### config.mk
export PLATFORM = sky130hd
export DESIGN_NAME = multicycle_main_ctrl
export DESIGN_NICKNAME = d
export VERILOG_FILES = /design/src/rtl/multicycle_main_ctrl.sv
export SDC_FILE = /design/constraint.sdc
export NUM_CORES = 1
export LEC_CHECK = 0
export ABC_AREA = 1
export CORE_UTILIZATION = 55
export DETAILED_ROUTE_END_ITERATION = 10
export PLACE_DENSITY_LB_ADDON = 0.3
export SETUP_SLACK_MARGIN = 0.5
export SLEW_MARGIN = 20
export SYNTH_ARGS = -nofsm -noshare
export SYNTH_HDL_FRONTEND = slang
export SYNTH_SLANG_ARGS = --single-unit
export TNS_END_PERCENT = 30
### constraint.sdc
create_clock -name i_clk -period 2.87 [get_ports i_clk]
set_input_delay 0.287 -clock i_clk [delete_from_list [all_inputs] [get_ports i_clk]]
set_output_delay 0.287 -clock i_clk [all_outputs]
set_load 0.01 [all_outputs]
### src/rtl/multicycle_main_ctrl.sv
// Multi-cycle main controller for the RV32I core. Each instruction moves
// through FETCH, DECODE, EXEC, optional MEM and WB. Memory is reached
// through a req/ready handshake that has a timeout. M-extension ops hold
// EXEC for a configurable number of cycles.
// Ports:
//   i_clk, i_rst_n                 clock and async active-low reset
//   i_opcode/i_funct3/i_funct7     fields of the latched instruction register
//   i_memReady                     memory completes the current request
//   o_memReq/o_memWrite/o_memIsFetch  request qualifiers, decoded from state only
//   o_irWrite/o_pcWrite/o_regWrite/o_mulDivStart  single-cycle strobes
//   o_ALUSrc..o_isLoadSigned       control fields, registered in DECODE
//   o_halt/o_illegal/o_memTimeout  sticky status flags
//   o_state                        current state, for debug
module multicycle_main_ctrl #(
  parameter bit          ENABLE_M    = 1'b1,
  parameter int unsigned MUL_LATENCY = 2,
  parameter int unsigned DIV_LATENCY = 32,
  parameter int unsigned MEM_TIMEOUT = 255
) (
  input  logic       i_clk,
  input  logic       i_rst_n,
  input  logic [6:0] i_opcode,
  input  logic [2:0] i_funct3,
  input  logic [6:0] i_funct7,
  input  logic       i_memReady,
  output logic       o_memReq,
  output logic       o_memWrite,
  output logic       o_memIsFetch,
  output logic       o_irWrite,
  output logic       o_pcWrite,
  output logic       o_regWrite,
  output logic       o_ALUSrc,
  output logic [2:0] o_immSrc,
  output logic [1:0] o_resultSrc,
  output logic [1:0] o_ALUOp,
  output logic       o_branch,
  output logic       o_jal,
  output logic       o_jalr,
  output logic       o_isLoadSigned,
  output logic       o_mulDivStart,
  output logic       o_halt,
  output logic       o_illegal,
  output logic       o_memTimeout,
  output logic [2:0] o_state
);

  localparam int unsigned CNT_W   = 32;
  localparam int unsigned MUL_LAT = (MUL_LATENCY == 0) ? 1 : MUL_LATENCY;
  localparam int unsigned DIV_LAT = (DIV_LATENCY == 0) ? 1 : DIV_LATENCY;

  typedef enum logic [2:0] {
    S_RST    = 3'd0,
    S_FETCH  = 3'd1,
    S_DECODE = 3'd2,
    S_EXEC   = 3'd3,
    S_MEM    = 3'd4,
    S_WB     = 3'd5,
    S_HALT   = 3'd6,
    S_TRAP   = 3'd7
  } state_e;

  state_e             state_q, state_d;
  logic [CNT_W-1:0]   tmo_q, tmo_d;
  logic [CNT_W-1:0]   exec_q, exec_d;
  logic               exec_first_q, exec_first_d;
  logic               halt_q, halt_d, illegal_q, illegal_d, memtmo_q, memtmo_d;
  logic [1:0]         alu_op_q, alu_op_d;
  logic               alu_src_q, alu_src_d;
  logic [2:0]         imm_src_q, imm_src_d;
  logic [1:0]         result_src_q, result_src_d;
  logic               branch_q, branch_d, jal_q, jal_d, jalr_q, jalr_d;
  logic               signed_q, signed_d;
  logic               is_load_q, is_load_d, is_store_q, is_store_d, is_mop_q, is_mop_d;

  // Combinational decode of the instruction register
  logic [1:0]       dec_alu_op;
  logic             dec_alu_src;
  logic [2:0]       dec_imm;
  logic [1:0]       dec_res;
  logic             dec_br, dec_jal, dec_jalr, dec_load, dec_store, dec_mop;
  logic             dec_halt, dec_nop, dec_illegal;
  logic [CNT_W-1:0] dec_lat_m1;
  logic             tmo_hit;

  always_comb begin
    dec_alu_op  = 2'b00;
    dec_alu_src = 1'b0;
    dec_imm     = 3'b000;
    dec_res     = 2'b00;
    dec_br      = 1'b0;
    dec_jal     = 1'b0;
    dec_jalr    = 1'b0;
    dec_load    = 1'b0;
    dec_store   = 1'b0;
    dec_mop     = 1'b0;
    dec_halt    = 1'b0;
    dec_nop     = 1'b0;
    dec_illegal = 1'b0;
    case (i_opcode)
      7'b0000011: begin
        dec_alu_src = 1'b1;
        dec_res     = 2'b01;
        dec_load    = 1'b1;
      end
      7'b0010011: begin
        dec_alu_op  = 2'b10;
        dec_alu_src = 1'b1;
        // shift-immediates use the 5-bit shamt immediate format
        dec_imm     = (i_funct3[1:0] == 2'b01) ? 3'b010 : 3'b001;
      end
      7'b0100011: begin
        dec_alu_src = 1'b1;
        dec_imm     = 3'b011;
        dec_store   = 1'b1;
      end
      7'b0110011: begin
        dec_alu_op = 2'b10;
        if (i_funct7 == 7'b0000000 || i_funct7 == 7'b0100000) begin
          dec_mop = 1'b0;
        end else if (ENABLE_M && i_funct7 == 7'b0000001) begin
          dec_mop = 1'b1;
        end else begin
          dec_illegal = 1'b1;
        end
      end
      7'b0010111, 7'b0110111: begin
        dec_imm = 3'b100;
        dec_res = 2'b10;
      end
      7'b1100011: begin
        dec_alu_op = 2'b01;
        dec_imm    = 3'b101;
        dec_br     = 1'b1;
      end
      7'b1100111: begin
        dec_imm  = 3'b110;
        dec_res  = 2'b11;
        dec_jalr = 1'b1;
      end
      7'b1101111: begin
        dec_imm = 3'b111;
        dec_res = 2'b11;
        dec_jal = 1'b1;
      end
      7'b1110011: begin
        if (i_funct3 == 3'b000) dec_halt = 1'b1;
        else                    dec_nop  = 1'b1;
      end
      7'b0000000: dec_nop = 1'b1;
      default:    dec_illegal = 1'b1;
    endcase
    dec_lat_m1 = i_funct3[2] ? CNT_W'(DIV_LAT - 1) : CNT_W'(MUL_LAT - 1);
  end

  // Limit reached on this cycle's request with ready still low
  assign tmo_hit = (MEM_TIMEOUT != 0) && !i_memReady &&
                   (tmo_q == CNT_W'(MEM_TIMEOUT - 1));

  // Next-state and strobe logic
  always_comb begin
    state_d      = state_q;
    tmo_d        = tmo_q;
    exec_d       = exec_q;
    exec_first_d = 1'b0;
    halt_d       = halt_q;
    illegal_d    = illegal_q;
    memtmo_d     = memtmo_q;
    alu_op_d     = alu_op_q;
    alu_src_d    = alu_src_q;
    imm_src_d    = imm_src_q;
    result_src_d = result_src_q;
    branch_d     = branch_q;
    jal_d        = jal_q;
    jalr_d       = jalr_q;
    signed_d     = signed_q;
    is_load_d    = is_load_q;
    is_store_d   = is_store_q;
    is_mop_d     = is_mop_q;
    o_memReq      = 1'b0;
    o_memWrite    = 1'b0;
    o_memIsFetch  = 1'b0;
    o_irWrite     = 1'b0;
    o_pcWrite     = 1'b0;
    o_regWrite    = 1'b0;
    o_mulDivStart = 1'b0;
    case (state_q)
      S_RST: begin
        tmo_d   = '0;
        state_d = S_FETCH;
      end
      S_FETCH: begin
        o_memReq     = 1'b1;
        o_memIsFetch = 1'b1;
        if (i_memReady) begin
          o_irWrite = 1'b1;
          state_d   = S_DECODE;
        end else if (tmo_hit) begin
          memtmo_d = 1'b1;
          state_d  = S_TRAP;
        end else begin
          tmo_d = tmo_q + CNT_W'(1);
        end
      end
      S_DECODE: begin
        alu_op_d     = dec_alu_op;
        alu_src_d    = dec_alu_src;
        imm_src_d    = dec_imm;
        result_src_d = dec_res;
        branch_d     = dec_br;
        jal_d        = dec_jal;
        jalr_d       = dec_jalr;
        signed_d     = i_funct3[2];
        is_load_d    = dec_load;
        is_store_d   = dec_store;
        is_mop_d     = dec_mop;
        if (dec_halt) begin
          halt_d  = 1'b1;
          state_d = S_HALT;
        end else if (dec_nop) begin
          o_pcWrite = 1'b1;
          tmo_d     = '0;
          state_d   = S_FETCH;
        end else if (dec_illegal) begin
          illegal_d = 1'b1;
          state_d   = S_TRAP;
        end else begin
          exec_first_d = 1'b1;
          exec_d       = dec_mop ? dec_lat_m1 : '0;
          state_d      = S_EXEC;
        end
      end
      S_EXEC: begin
        o_mulDivStart = is_mop_q && exec_first_q;
        if (exec_q != '0) begin
          exec_d = exec_q - CNT_W'(1);
        end else if (is_load_q || is_store_q) begin
          tmo_d   = '0;
          state_d = S_MEM;
        end else if (branch_q) begin
          o_pcWrite = 1'b1;
          tmo_d     = '0;
          state_d   = S_FETCH;
        end else begin
          state_d = S_WB;
        end
      end
      S_MEM: begin
        o_memReq   = 1'b1;
        o_memWrite = is_store_q;
        if (i_memReady) begin
          if (is_store_q) begin
            o_pcWrite = 1'b1;
            tmo_d     = '0;
            state_d   = S_FETCH;
          end else begin
            state_d = S_WB;
          end
        end else if (tmo_hit) begin
          memtmo_d = 1'b1;
          state_d  = S_TRAP;
        end else begin
          tmo_d = tmo_q + CNT_W'(1);
        end
      end
      S_WB: begin
        o_regWrite = 1'b1;
        o_pcWrite  = 1'b1;
        tmo_d      = '0;
        state_d    = S_FETCH;
      end
      default: state_d = state_q;  // HALT and TRAP are terminal
    endcase
  end

  // State and control-field registers
  always_ff @(posedge i_clk or negedge i_rst_n) begin
    if (!i_rst_n) begin
      state_q      <= S_RST;
      tmo_q        <= '0;
      exec_q       <= '0;
      exec_first_q <= 1'b0;
      halt_q       <= 1'b0;
      illegal_q    <= 1'b0;
      memtmo_q     <= 1'b0;
      alu_op_q     <= 2'b00;
      alu_src_q    <= 1'b0;
      imm_src_q    <= 3'b000;
      result_src_q <= 2'b00;
      branch_q     <= 1'b0;
      jal_q        <= 1'b0;
      jalr_q       <= 1'b0;
      signed_q     <= 1'b0;
      is_load_q    <= 1'b0;
      is_store_q   <= 1'b0;
      is_mop_q     <= 1'b0;
    end else begin
      state_q      <= state_d;
      tmo_q        <= tmo_d;
      exec_q       <= exec_d;
      exec_first_q <= exec_first_d;
      halt_q       <= halt_d;
      illegal_q    <= illegal_d;
      memtmo_q     <= memtmo_d;
      alu_op_q     <= alu_op_d;
      alu_src_q    <= alu_src_d;
      imm_src_q    <= imm_src_d;
      result_src_q <= result_src_d;
      branch_q     <= branch_d;
      jal_q        <= jal_d;
      jalr_q       <= jalr_d;
      signed_q     <= signed_d;
      is_load_q    <= is_load_d;
      is_store_q   <= is_store_d;
      is_mop_q     <= is_mop_d;
    end
  end

  assign o_ALUSrc       = alu_src_q;
  assign o_immSrc       = imm_src_q;
  assign o_resultSrc    = result_src_q;
  assign o_ALUOp        = alu_op_q;
  assign o_branch       = branch_q;
  assign o_jal          = jal_q;
  assign o_jalr         = jalr_q;
  assign o_isLoadSigned = signed_q;
  assign o_halt         = halt_q;
  assign o_illegal      = illegal_q;
  assign o_memTimeout   = memtmo_q;
  assign o_state        = state_q;

endmodule

Word-level counts from Yosys, hierarchy flattened
Cells that the tools add are included.
W data, S select, Z words.
{ "op_classes": {"n_addsub": 2, "n_eq_ne": 28, "muxes": 67, "bitwise": 3, "n_reduce_logical": 25} }
{ "ops": {"columns": ["op", "count"], "rows": [
  ["$mux W32", 13],
  ["$pmux W32 S5", 1],
  ["$pmux W32 S2", 1],
  ["$add A32 B1 Y32 const B", 1],
  ["$eq A32 B8 Y1 const B", 1],
  ["$mux W1", 32],
  ["$reduce_bool A32 Y1", 1],
  ["$sub A32 B1 Y32 const B", 1],
  ["$mux W3", 10],
  ["$eq A7 B6 Y1 const B", 4],
  ["$eq A7 B7 Y1 const B", 4],
  ["$pmux W3 S6", 1],
  ["$pmux W3 S5", 1],
  ["$eq A7 B5 Y1 const B", 2],
  ["$logic_not A7 Y1", 2],
  ["$ne A2 B2 Y1 const B", 7],
  ["$mux W5", 2],
  ["$reduce_or A10 Y1", 1],
  ["$reduce_or A2 Y1", 5],
  ["$eq A7 B1 Y1 const B", 1],
  ["$eq A7 B2 Y1 const B", 1],
  ["$reduce_and A7 Y1", 1],
  ["$eq A3 B2 Y1 const B", 2],
  ["$eq A3 B3 Y1 const B", 2],
  ["20 further kinds", 28]
]} }
{ "totals": {"ff_bits": 86, "elab_cells": 143} }

Depth between registers and ports, before layout
Gate-level depths: netlist of run 1.
{ "depth": {"depth_word": 9, "depth_mapped": 14} }

Least setup slack after synthesis of run 1
OpenSTA, ideal clock, no wires.
{ "synth_path": {"path_type": "reg2reg", "start": "reg exec_q[0]", "end": "reg exec_q[24]", "arrival_time_ps": 1686, "path_slack_ps": 1102, "path_stages_with_launch": 9, "n_path_buf": 0, "period_less_slack_ps": 1768, "cell_sequence": "dfrtp_1 > inv_1 > ha_1 > nand2_1 > nor2_1 > nand3_1 > xor2_1 > or2_2 > o21ai_0"} }
{ "synth_between": {"elab_chain_cells": 3, "elab_cells_between_ends": 6, "classes_between": "add/sub (1); eq/ne (1); mux (2); reduce/logical (2)"} }
{ "synth_lines": {"columns": ["element", "line_no", "rtl"], "rows": [
  ["start: declaration", "64", "logic [CNT_W-1:0] exec_q, exec_d;"],
  ["start signal: assignment", "280", "exec_q <= '0;"],
  ["start signal: assignment", "299", "exec_q <= exec_d;"],
  ["$sub A32 B1 Y32 or $reduce_bool A32 Y1 (tied branches)", "235, 234", null],
  ["$mux W32 or $ne A2 B2 Y1 (tied branches)", null, null],
  ["$pmux W32 S2 or $reduce_and A5 Y1 (tied branches)", null, null]
]} }
Parallel ways exist; a longest one is shown, timed or not. The select of a mux whose other input is x is not followed.
A chain may end at the register's enable or synchronous reset.

Final worst setup path of run 1
{ "layout_path": {"start": "reg exec_q[0]", "end": "out o_pcWrite"} }
{ "layout_between": {"elab_chain_cells": 3} }
{ "layout_lines": {"columns": ["element", "line_no", "rtl"], "rows": [
  ["$reduce_bool A32 Y1", "234", "if (exec_q != '0) begin"],
  ["$mux W1", "234", null],
  ["$pmux W1 S4", "186", "case (state_q)"],
  ["end: declaration", "30", "output logic o_pcWrite,"]
]} }
No other way between the ends.

==> reports/metrics.yaml, run 1 <==
pre_cts_ws_ns: 0.389
syn_avg_cell_area_um2: 6.32
grt_usage_pct: 30.1
insertedDiodeCount: 0
grt_pass1_vias: 5946
setup_viol: 0
synth_largest_area_cell: "dfrtp_1"
port_buffers: 44
rows: 38
die_w_um: 109
yosysWarnings: 0
clock_latency_ns: 0.36
grt_pass1_wl_um: 28000
worst_pin_slew_ns: 0.583
drv_slew: 0
synthTopCellsByArea: "dfrtp_1, nand2_1, nor2_1"
cts_root_buf: "clkbuf_16"
start_kind: "register"
fin_cells: 1188
routed-via-count: 6400
h-tree-depth: 3
ys_ff_latch: 85
path_cells: "inv_2 > ha_1 > nor3b_2 > nand4_1 > nor2_2 > nand4_1 > a21oi_1 > dlygate4sd2_1"
drtPass1Iterations: 5
avgViaCountPerCell: 5.39
drt_iter0_drc: 415
dieArea_um2: 12000
powerDensity_nw_per_um2: 1190
crit_arrival_ns: 2.02
worst-setup-path-type: "register to output pin"
clock-sinks: 85
cap_violations: 0
crit_family: "simple AND/OR/NAND/NOR gates"
syn_nets: 1029
power_leakage_uw: 0.00357
cts_buffers: 9
path_max_fanout: 5
io_pins: 45
outcome: "finished, final reports clean"
drc: 0
avgRoutedWirePerCell_um: 14.2
finalSetupTns_ns: 0
drive_gt1_share_pct: 6.97
synthCells: 1003
worstPathRequired_ns: 2.58
cts_tree: "yes"
coreArea_um2: 11000
fin_crit_sh_pct: 80.5
cts.clk_slew.worst_paths_ns: 0.06
dp.final_hpwl_um: 12400
critical-path-max-stage-delay_ns: 0.40
maxSlewHeadroom_pct: 61.1
ir_drop_mv: 0.944
timing.critical_path.buf_inv: 2
cpMostUsedCell: "nand4_1"
skew_ns: 0.0126
nets: 1070
rsz0062_at_grt: "yes"
initial_utilization_pct: 57.5
antenna_found_initial: 0
place.gp.congestion: 0.990
fp.dieH_um: 109
syn_to_final_growth_pct: 13.8
hold_viol: 0
fmax_mhz: 433
place_inst: 1171
fin_ws_ns: 0.560
synthesis.area_um2: 6340
min_path_type: "register to register"
fin_crit_ns: 2.31
cp-end-kind: "output pin"
ant_nets: 0
yosysUniqueCellTypes: 32
grt_max_degree: 65
synth_seq_area_share_pct: 33.6
grt-ovfl-total: 0
cts_buffer_depth: 2
cpMaxStageDelayCell: "dfrtp_1"
drt-total-wl_um: 16800
yosysTopAreaCellShare_pct: 33.6
==> path summary, 6_finish.rpt <==
check | from | end | slack [ns] | cells past startpoint
worst max-delay path | exec_q[0] | o_pcWrite | 0.56 | 8
worst min-delay path | o_halt | o_halt | 0.46 | 2
max in group asynchronous | i_rst_n | exec_q[18] | 1.64 | 3
worst max register to register | exec_q[0] | exec_q[22] | 0.71 | 8
min in group asynchronous | i_rst_n | tmo_q[28] | 0.47 | 2
worst min register to register | o_halt | o_halt | 0.46 | 2
==> area by class of cell <==
cell class / count / area, µm²
fillers: 1080 / 3820
multi-input cells: 795 / 3710
flip-flops and latches: 85 / 2130
repair buffers: 57 / 553
inverters: 96 / 364
clock buffers: 11 / 233
well taps: 140 / 175
clock inverters: 4 / 50.0
==> registers in the layout, summed over array words and instances (netlist names) <==
name and cells:
o_jalr 1, is_mop_q 1, o_halt 1, o_jal 1, o_illegal 1, exec_q 32
o_ALUOp 1, o_resultSrc 2, o_state 3, o_memTimeout 1, o_branch 1, is_store_q 1
o_isLoadSigned 1, tmo_q 32, is_load_q 1, exec_first_q 1, o_ALUSrc 1, o_immSrc 3
==> power by group <==
group / leakage [µW] / switching [µW] / internal, µW
Clock: 0.000132 / 490 / 669
Combinational: 0.00229 / 3570 / 2000
Sequential: 0.00115 / 372 / 1500
Total: 0.00357 / 4430 / 4160
==> stage by stage <==
step,utilization [%],hold WS [ns],instance area [µm²],power (µW)
detailed placement,62.4,0.318,6880,7290
CTS,65.1,0.468,7190,8520
global placement,62.4,0.310,6880,7250
finish,65.4,0.465,7210,8600
global route,65.4,0.484,7210,9390
floorplan,-,-0.00859,6340,5930
==> routing by layer <==
layer	track usage [%]	vias to the layer above	wire length [µm]
li1	-	3297	-
met1	38.4	2912	7690
met2	50.4	154	7900
met3	5.69	37	777
met4	11.9	0	465
met5	0	-	0
==> Yosys cell counts, drive strengths merged <==
master   number
nor4          2
nand4        24
buf          16
xnor2         5
nand2       337
a2bb2oi       2
clkbuf       11
o31ai         1
nand3b        6
or2          13
o21ai        70
o21a          2
nor3b         1
nor3         29
dfrtp        85
o22a          1
ha            6
xor2         25
a31oi         2
nand3        96
a31o          2
inv          96
nor2        156
a21oi        15
==> worst reg2reg max path, cell delays in order, from the launching register on <==
cell     delay [ns]
dfrtp_1        0.40
inv_2          0.10
ha_1           0.32
nand2_1        0.14
nor2_1         0.40
nand3_1        0.18
xor2_1         0.16
or2_2          0.26
o21ai_1        0.12
==> cells in the final DEF, fill, tap and decap left out, drive strengths merged, types with 15 or more instances in the layout <==
cell,n
nor2,156
nand2,337
xor2,25
inv,95
dfrtp,85
a21oi,15
nor3,29
nand3,96
nand4,24
o21ai,70
clkdlybuf4s50,42
==> what timing repair did <==
item,CTS,global route
setup endpoints to repair,3,38
endpoints found under the hold margin,39,0
resized for setup,4,10
setup buffers,1,0
pin swaps,0,0
hold buffers,1,0
==> logic make-up after synthesis <==
group / count (synthesis) / share of synthesized area (%)
fa+ha+maj: 6 / 1.18
flops: 85 / 33.6
compound gates: 95 / 7.96
buf+inv: 123 / 8.35
simple gates: 664 / 44.8
xor+xnor: 30 / 4.15
(Power assumes the default switching activity.)
==> inputs of run 2 (changes only) <==
clock period = 2.28 ns   (was 2.87 ns; I/O delays follow)
==> run 2 against run 1 <==
Against the previous run: global-route usage grew 2.7 points; clock skew shrank 0.0026 ns; core utilization grew 12 points; hold slack lost 0.23 ns; clock-buffer cell count grew 2; first-iteration DRC count grew 52%; largest cell class unchanged; critical path depth grew 1; combinational power grew 100%; total power grew 73%.
==> reports/metrics.yaml, run 2 (synthesized netlist as in run 1, its figures left out) <==
syn_to_final_growth_pct: 35.4
insertedDiodeCount: 0  # unchanged
drt_iter0_drc: 632  # +52%
nets: 1162  # +8.6%
routed-via-count: 7381  # +15%
powerDensity_nw_per_um2: 1740  # +46%
clock-sinks: 85  # unchanged
io_pins: 45  # unchanged
rsz0062_at_grt: "yes"
grt_pass1_wl_um: 30500  # +8.9%
p_switching_uw: 7330  # +65%
hold_viol: 0  # unchanged
fin_crit_sh_pct: 91.6
power_leakage_uw: 0.00433  # +21%
final_cell_mix: "nand2_1, nor2_1, nand3_1"
power_frac_clock_pct: 9.4  # -4.1 points
h-tree-depth: 3  # unchanged
cpMostUsedCell: "nand2_1"
cts_buffer_depth: 2  # unchanged
start_kind: "register"
avgViaCountPerCell: 5.77  # +7.1%
clock_latency_ns: 0.36  # about the same
rows: 38  # unchanged
cts_buffers: 9  # unchanged
swShare_pct: 49.2  # -2.4 points
drt-total-wl_um: 21800  # +30%
cp-end-kind: "register"
seq_area_um2: 2130  # +0.18%
coreArea_um2: 11000  # unchanged
grtUsageMet3_pct: 4.62  # -1.1 points
drtPass1Iterations: 5  # unchanged
pwr-share-seq_pct: 15.2  # -6.6 points
finalSetupTns_ns: 0  # unchanged
outcome: "finished, final reports clean"
skew_ns: 0.0100  # -0.00261 ns
ant_nets: 0  # unchanged
cpMaxStageDelayCell: "dfrtp_1"
worst-setup-path-type: "register to register"
dp.final_hpwl_um: 13000  # +5.0%
cts_tree: "yes"
maxSlewHeadroom_pct: 66.7  # +5.6 points
fillers: 785  # -27%
grt_use_met2_pct: 59.3  # +8.8 points
drive_gt1_share_pct: 22.2  # +15 points
use_met1_pct: 39.2  # +0.78 points
setup_viol: 0  # unchanged
reg2reg_depth: 9  # +1
grt-ovfl-total: 0  # unchanged
antenna_found_initial: 0  # unchanged
grt_max_degree: 36  # -45%
largestRegisters: "exec_q (32), tmo_q (32)"
cap_violations: 0  # unchanged
final_common_cell: "nand2_1"
power.total_uw: 14900  # +73%
grt.busiest_layer: "met2"
combPwrFrac_pct: 75.4  # +11 points
multi_input_area_um2: 4100  # +11%
cts_root_buf: "clkbuf_16"
port_buffers: 44  # unchanged
fp.dieH_um: 109  # unchanged
ir_drop_mv: 1.60  # +69%
pre_cts_ws_ns: 0.0745  # -0.314 ns
fin_crit_ns: 2.09
crit_arrival_ns: 2.33  # +0.31 ns
grt_usage_pct: 32.8  # +2.7 points
dieArea_um2: 12000  # unchanged
path_cells: "buf_4 > nor2_2 > nand3_2 > nor2_4 > nand2_1 > nor2_1 > xor2_1 > nand2_1 > o21ai_0"
internal_power_uw: 7570  # +82%
worstPathRequired_ns: 2.52  # -0.06 ns
avgRoutedWirePerCell_um: 17.0  # +20%
hold_depth: 3  # +1
critical-path-max-stage-delay_ns: 0.40  # about the same
fmax_mhz: 479
drc: 0  # unchanged
initial_utilization_pct: 57.5  # unchanged
grt_pass1_vias: 6603  # +11%
place.gp.congestion: 0.975  # -1.4%
worst_pin_slew_ns: 0.499  # -0.0838 ns
cts.clk_slew.worst_paths_ns: 0.06  # about the same
path_max_fanout: 5  # unchanged
drv_slew: 0  # unchanged
fin_ws_ns: 0.191  # -0.368 ns
die_w_um: 109  # unchanged
min_path_type: "primary input to register"
==> run 2: cell count changes in the layout (fill, tap and decap cells not counted), sizes merged, moves of 2 or more <==
cell,before,now
buf,13,102
clkdlybuf4s15,0,2
clkinvlp,3,1
dlymetal6s2s,0,6
clkdlybuf4s50,42,32
clkbuf,11,17
==> run 2: area by class of cell <==
type,instances,area share (%)
inverters,96,4.46
repair buffers,148,17.7
multi-input cells,796,47.8
clock buffers,13,3.03
clock inverters,1,0.0875
well taps,140,2.04
flip-flops and latches,85,24.9
==> run 2: path summary, 6_finish.rpt <==
check	startpoint	endpoint	slack, ns
max	exec_q[1]	exec_q[29]	0.19
min	i_opcode[3]	o_jal	0.23
max reg2reg	exec_q[1]	exec_q[29]	0.19
min reg2reg	o_memTimeout	o_memTimeout	0.47
max in group asynchronous	i_rst_n	o_state[2]	1.21
min in group asynchronous	i_rst_n	tmo_q[12]	0.37
==> run 2: routing by layer <==
layer	share of wire, %	vias up
li1	-	3488
met4	4.5	0
met3	6.7	97
met2	50	385
met1	38	3411
met5	0	-
==> run 2: power by group through the flow <==
| stage | registers (µW) | clock network (µW) | logic, µW |
|---|---|---|---|
| 3_5_place_dp | 2260 | 0 | 7140 |
| 5_1_grt | 2300 | 1460 | 11900 |
| 3_3_place_gp | 2260 | 0 | 7080 |
| 6_report | 2270 | 1400 | 11200 |
| 2_1_floorplan | 2250 | 0 | 5220 |
| 4_1_cts | 2220 | 1390 | 8640 |
==> run 2: per-stage QoR <==
stage               instance area [µm²]  hold WS [ns]  std cells  utilization, %
floorplan                          6340       -0.0676       1003               -
global placement                   7120         0.213       1196            64.5
detailed placement                 7120         0.215       1196            64.5
CTS                                7920         0.389       1250            71.8
global route                       8580         0.238       1279            77.8
finish                             8580         0.231       1279            77.8
==> run 2: what timing repair did <==
item	in CTS	in global routing
pin swaps	20	38
endpoints found under the setup margin	75	75
hold buffers	1	0
gates resized for setup	66	117
cloned	3	7
hold endpoints to repair	33	0
setup buffers	36	22
==> run 2: worst max-delay path: cells and delay by family (launching register included) <==
family / cells / cell delay [ns]
simple gates: 6 / 0.96
flops: 1 / 0.40
compound gates: 1 / 0.26
xor+xnor: 1 / 0.19
buf+inv: 1 / 0.16
